--- src/rtl/ifetch_ctrl.sv ---
// Instruction-fetch controller: owns the fetch PC, issues one bus request at a
// time and hands {raw_instr, pc} to decode through a one-entry output buffer.
module ifetch_ctrl #(
  parameter logic [63:0] RESET_PC = 64'h8000_0000
) (
  input  logic        clk,
  input  logic        resetn,
  output logic        ireq_valid,
  output logic [63:0] ireq_addr,
  input  logic        iresp_addr_ok,
  input  logic        iresp_data_ok,
  input  logic [31:0] iresp_data,
  input  logic        redirect_valid,
  input  logic [63:0] redirect_pc,
  output logic        out_valid,
  input  logic        out_ready,
  output logic [31:0] raw_instr,
  output logic [63:0] pc
);

  typedef enum logic [1:0] {S_IDLE, S_REQ, S_WAIT} state_t;

  state_t      state, state_nxt;
  logic [63:0] fetch_pc;
  logic [63:0] req_addr;
  logic        kill;
  logic        complete;
  logic        capture;
  logic        in_flight;

  // A response completes the single outstanding access; it is kept only if
  // no redirect has overtaken it (earlier or in this very cycle).
  assign complete  = ((state == S_REQ)  && iresp_addr_ok && iresp_data_ok) ||
                     ((state == S_WAIT) && iresp_data_ok);
  assign capture   = complete && !kill && !redirect_valid;
  assign in_flight = (state == S_REQ) || (state == S_WAIT);

  // NOTE: sequential state uses non-blocking assignments so every register
  // samples the pre-edge values, independent of statement order.
  always_ff @(posedge clk or negedge resetn) begin
    if (!resetn) state <= S_IDLE;
    else         state <= state_nxt;
  end

  // NOTE: default assignment first keeps this block free of inferred latches.
  always_comb begin
    state_nxt = state;
    unique case (state)
      S_IDLE: if (!redirect_valid && (!out_valid || out_ready)) state_nxt = S_REQ;
      S_REQ: begin
        if (iresp_addr_ok && iresp_data_ok) state_nxt = S_IDLE;
        else if (iresp_addr_ok)             state_nxt = S_WAIT;
      end
      S_WAIT: if (iresp_data_ok) state_nxt = S_IDLE;
      default: state_nxt = S_IDLE;
    endcase
  end

  always_comb begin
    ireq_valid = (state == S_REQ);
    ireq_addr  = req_addr;
  end

  // The request address is latched separately so a redirect during REQ can
  // move fetch_pc while the bus still sees the original, stable address.
  always_ff @(posedge clk or negedge resetn) begin
    if (!resetn) begin
      fetch_pc  <= RESET_PC;
      req_addr  <= RESET_PC;
      kill      <= 1'b0;
      out_valid <= 1'b0;
      raw_instr <= '0;
      pc        <= '0;
    end else begin
      if ((state == S_IDLE) && (state_nxt == S_REQ)) req_addr <= fetch_pc;

      if (redirect_valid) fetch_pc <= redirect_pc & ~64'h3;
      else if (capture)   fetch_pc <= fetch_pc + 64'd4;

      // A response landing in the redirect cycle already consumes the access.
      if (redirect_valid) kill <= in_flight && !complete;
      else if (complete)  kill <= 1'b0;

      if (redirect_valid)                out_valid <= 1'b0;
      else if (capture)                  out_valid <= 1'b1;
      else if (out_valid && out_ready)   out_valid <= 1'b0;

      if (capture) begin
        raw_instr <= iresp_data;
        pc        <= fetch_pc;
      end
    end
  end

  a_no_overflow: assert property (@(posedge clk) disable iff (!resetn)
    capture |-> !out_valid);

endmodule

--- config.mk ---
export PLATFORM = sky130hd
export DESIGN_NAME = ifetch_ctrl
export DESIGN_NICKNAME = d
export VERILOG_FILES = /design/src/rtl/ifetch_ctrl.sv
export SDC_FILE = /design/constraint.sdc
export NUM_CORES = 1
export LEC_CHECK = 0
export CAP_MARGIN = 30
export CORE_UTILIZATION = 40
export CTS_CLUSTER_SIZE = 30
export DETAILED_ROUTE_END_ITERATION = 16
export DONT_BUFFER_PORTS = 1
export SETUP_SLACK_MARGIN = 0.5
export SYNTH_ARGS = -nofsm -noshare
export SYNTH_HDL_FRONTEND = slang
export SYNTH_SLANG_ARGS = --single-unit
--- constraint.sdc ---
create_clock -name clk -period 2.8 [get_ports clk]
set_input_delay 0.56 -clock clk [delete_from_list [all_inputs] [get_ports clk]]
set_output_delay 0.56 -clock clk [all_outputs]
set_load 0.005 [all_outputs]
==> results.md <==
* Result of the run: complete, but fails checks
* Failing checks: negative hold slack
* Initial Util at 40.6%
* Placer Congestion at 0.748
* Maximum buffer depth of the clock tree at 3
* Kind of cell adding the most delay to the critical path: simple AND/OR/NAND/NOR gates
* Worst vdd rail ir drop at 0.526 mV
* Total instance count after detailed placement at 1105
* Top post-synthesis cells by area: dfrtp_1 56%, mux2_2 18%, nand2_1 2.7%
* Most frequently used flop master after synthesis: dfrtp_1
* Cell breakdown of the critical path: nand4_1 -> or4_4 -> or3_4 -> o31a_1 -> o31a_1
* Number of inserted diodes at 0
* Max H-tree Level at 1
* # port buffers at 0
* Seq/Total Area, Yosys at 56.5%
* DRC marker count from the first detailed-route iteration at 382
* CTS tree: built
* Class of the worst hold path: input pin to asynchronous set/reset pin
* Number of antenna violations at the first check in global routing at 0
* Tcrit/Tclk final at 81.9%
* Commonest non-fill, non-tap cells in the layout: 198 x dfrtp_1, 156 x mux2_2, 70 x nand2_1
* Largest fanout of any net on the critical path at 7
* Total negative slack at 0 ps
* TritonCTS Sinks at 222
* Nets at 937
* Filler cell count in the final layout at 2199
* Chip width at 159 um
* Buffer and inverter count on the worst path at 0
* Number of slew-limit violations in the final report at 0
* Total count of hold-check failures in the final report at 221
* Number of synthesized flops with an enable pin at 0
* Share of post-route cells with drive strength above 1 at 32.6%
* Relative area change from synthesis to final layout at 14.9%
* Chip Height at 159 um
* Yosys synthesis warning count at 0
* Largest net degree at the start of global routing at 223
* Number of maximum-capacitance constraint violations at 0
* RSZ-0062 raised after global routing: yes
* Count of non-filler cells in the finished layout at 1170
* Critical Path Max Stage Delay at 590 ps
* Count of nets left with antenna violations after detail routing at 0
* Worst hold-check slack at -255 ps
* Netlist area before placement at 9840 sq um
* Clock insertion delay at the later pin of the skew report at 530 ps
* Remaining DRCs at 0
* Length of the first detailed-routing pass in iterations at 4
* CP endpoint kind: flop
* Via count of the first global-routing pass at 6493
* Clk root buf: clkbuf_16
* Required arrival time at the worst endpoint at 3210 ps
* Number of placement rows at 57
* Area share of the leading cell type in the synthesized netlist at 56.0%
* First-pass GRT wire length at 38.2 mm
* Leading cell type in the layout, fill and taps excluded: dfrtp_1
* Half-perimeter wire length of the detailed placement result at 16.1 mm
* All-layer global routing usage at 19.1%
* Post-synthesis cell type with the largest combined area: dfrtp_1
* Number of top-level pins at 264
* Total leakage power at 0.00459 uW
* Vias after detailed routing at 6377
* Mean area per synthesized cell at 12.1 sq um
* Routed wire length at 24.5 mm
* Worst Tran Pin Value at 628 ps
* Largest clock skew in the final design at 20.5 ps
* Fmax at 0.436 GHz
* Tightest slew margin relative to the limit at 58.1%
* Synth Register Bits at 222
* Area of the core at 24200 sq um
* Crit Path Class: flop to flop
* Min cycle time layout at 2290 ps
* Async set-reset flop share out of synthesis at 100%
* Inserted Clock Buffers at 25
* Type of origin of the critical path: flop
* Final setup violating endpoints at 0
* Overflow left after global routing at 0
* Arrival time of data at the critical path endpoint at 2710 ps
* Power per unit of standard cell area at 988 nW/um^2
* Ratio of routed vias to standard cells at 5.45
* Post-synth cell types at 46
* Area of the die at 25200 sq um
* Detail-routed net length per standard cell at 21.0 um
* Most numerous cell on the critical path: o31a_1
* Number of instances in the synthesized netlist at 811
* Clk slew on worst S/H paths at 70 ps
* Slowest cell on crit path: or4_4
## registers in the layout, indices dropped and copies added (netlist names)
signal and count:
ireq_addr 62, pc 62, state 2, fetch_pc 62
raw_instr 32, out_valid 1, kill 1
## metrics by stage
| step | utilization [%] | total power (uW) | worst slack (ps) | cell area, sq um |
|---|---|---|---|---|
| after floorplan | - | 7230 | 501 | 9850 |
| after global placement | 42.2 | 7830 | 245 | 10200 |
| after detailed placement | 42.2 | 7950 | 175 | 10200 |
| after CTS | 45.8 | 11200 | 501 | 11100 |
| after global routing | 46.6 | 11800 | 428 | 11300 |
| final | 46.6 | 11200 | 507 | 11300 |
## cell usage after synthesis (all sizes together) (2+ instances only)
| library cell | number |
|---|---|
| nand2b | 5 |
| a22oi | 7 |
| or4 | 12 |
| mux2 | 156 |
| o31ai | 6 |
| clkbuf | 30 |
| mux2i | 4 |
| xor2 | 24 |
| nand4 | 34 |
| dfrtp | 220 |
| nor3 | 9 |
| or3 | 7 |
| and2 | 2 |
| ha | 6 |
| nor4b | 4 |
| a31oi | 11 |
| xnor2 | 16 |
| nor4 | 14 |
| nand2 | 71 |
| dfstp | 2 |
| and4 | 6 |
| a21oi | 3 |
| o21a | 2 |
| o21ai | 49 |
| nand3 | 23 |
| nor2 | 28 |
| and3 | 11 |
| inv | 9 |
| buf | 17 |
| o31a | 6 |
| nor2b | 8 |
## per-layer routing
| metal | global-route usage (%) | wire [um] | up-vias |
|---|---|---|---|
| met5 | 0 | 0 | - |
| met4 | 4.77 | 414 | 0 |
| met3 | 6.11 | 2010 | 28 |
| met2 | 30.0 | 11700 | 202 |
| met1 | 25.4 | 10400 | 3196 |
| li1 | - | - | 2951 |
## cell type report
| cell class | count | area [sq um] | area share (%) |
|---|---|---|---|
| clock buffer | 32 | 682 | 6.03 |
| clock inverter | 12 | 97.6 | 0.863 |
| timing repair buffer | 35 | 334 | 2.95 |
| tap | 324 | 405 | 3.59 |
| multi-input combinational | 536 | 4170 | 36.8 |
| inverter | 9 | 36.3 | 0.321 |
| sequential | 222 | 5590 | 49.4 |
## path summary, 6_finish.rpt
check / from / endpoint / slack (ps) / cells past startpoint
max reg2reg: fetch_pc[27] / fetch_pc[61] / 510 / 5
min reg2reg: pc[60] / pc[60] / 530 / 1
max: fetch_pc[27] / fetch_pc[61] / 510 / 5
min: resetn / fetch_pc[44] / -260 / 0
max in group asynchronous: resetn / fetch_pc[18] / 2730 / 0
min in group clk: iresp_data_ok / kill / 120 / 1
## what timing repair did
item	4_1_cts	5_1_grt
setup endpoints to repair	74	81
setup buffers	6	14
pin swaps	5	9
resized for setup	19	30
cloned	0	1
endpoints found under the hold margin	222	222
## kinds of logic after synthesis
| kind of cell | Yosys count | synth area share, % |
|---|---|---|
| simple gates | 238 | 13.1 |
| fa+ha+maj | 6 | 0.763 |
| xor+xnor | 40 | 3.56 |
| compound gates | 88 | 5.35 |
| mux | 160 | 18.3 |
| flops | 222 | 56.5 |
| other cells | 1 | 0.0381 |
| buf+inv | 56 | 2.45 |
## report_power, final
| part | leakage [uW] | switching, uW | internal (uW) |
|---|---|---|---|
| registers | 0.00264 | 1080 | 4470 |
| logic | 0.00156 | 955 | 1540 |
| clock network | 0.000391 | 1320 | 1810 |
| total | 0.00459 | 3360 | 7820 |
(Power assumes the default switching activity.)
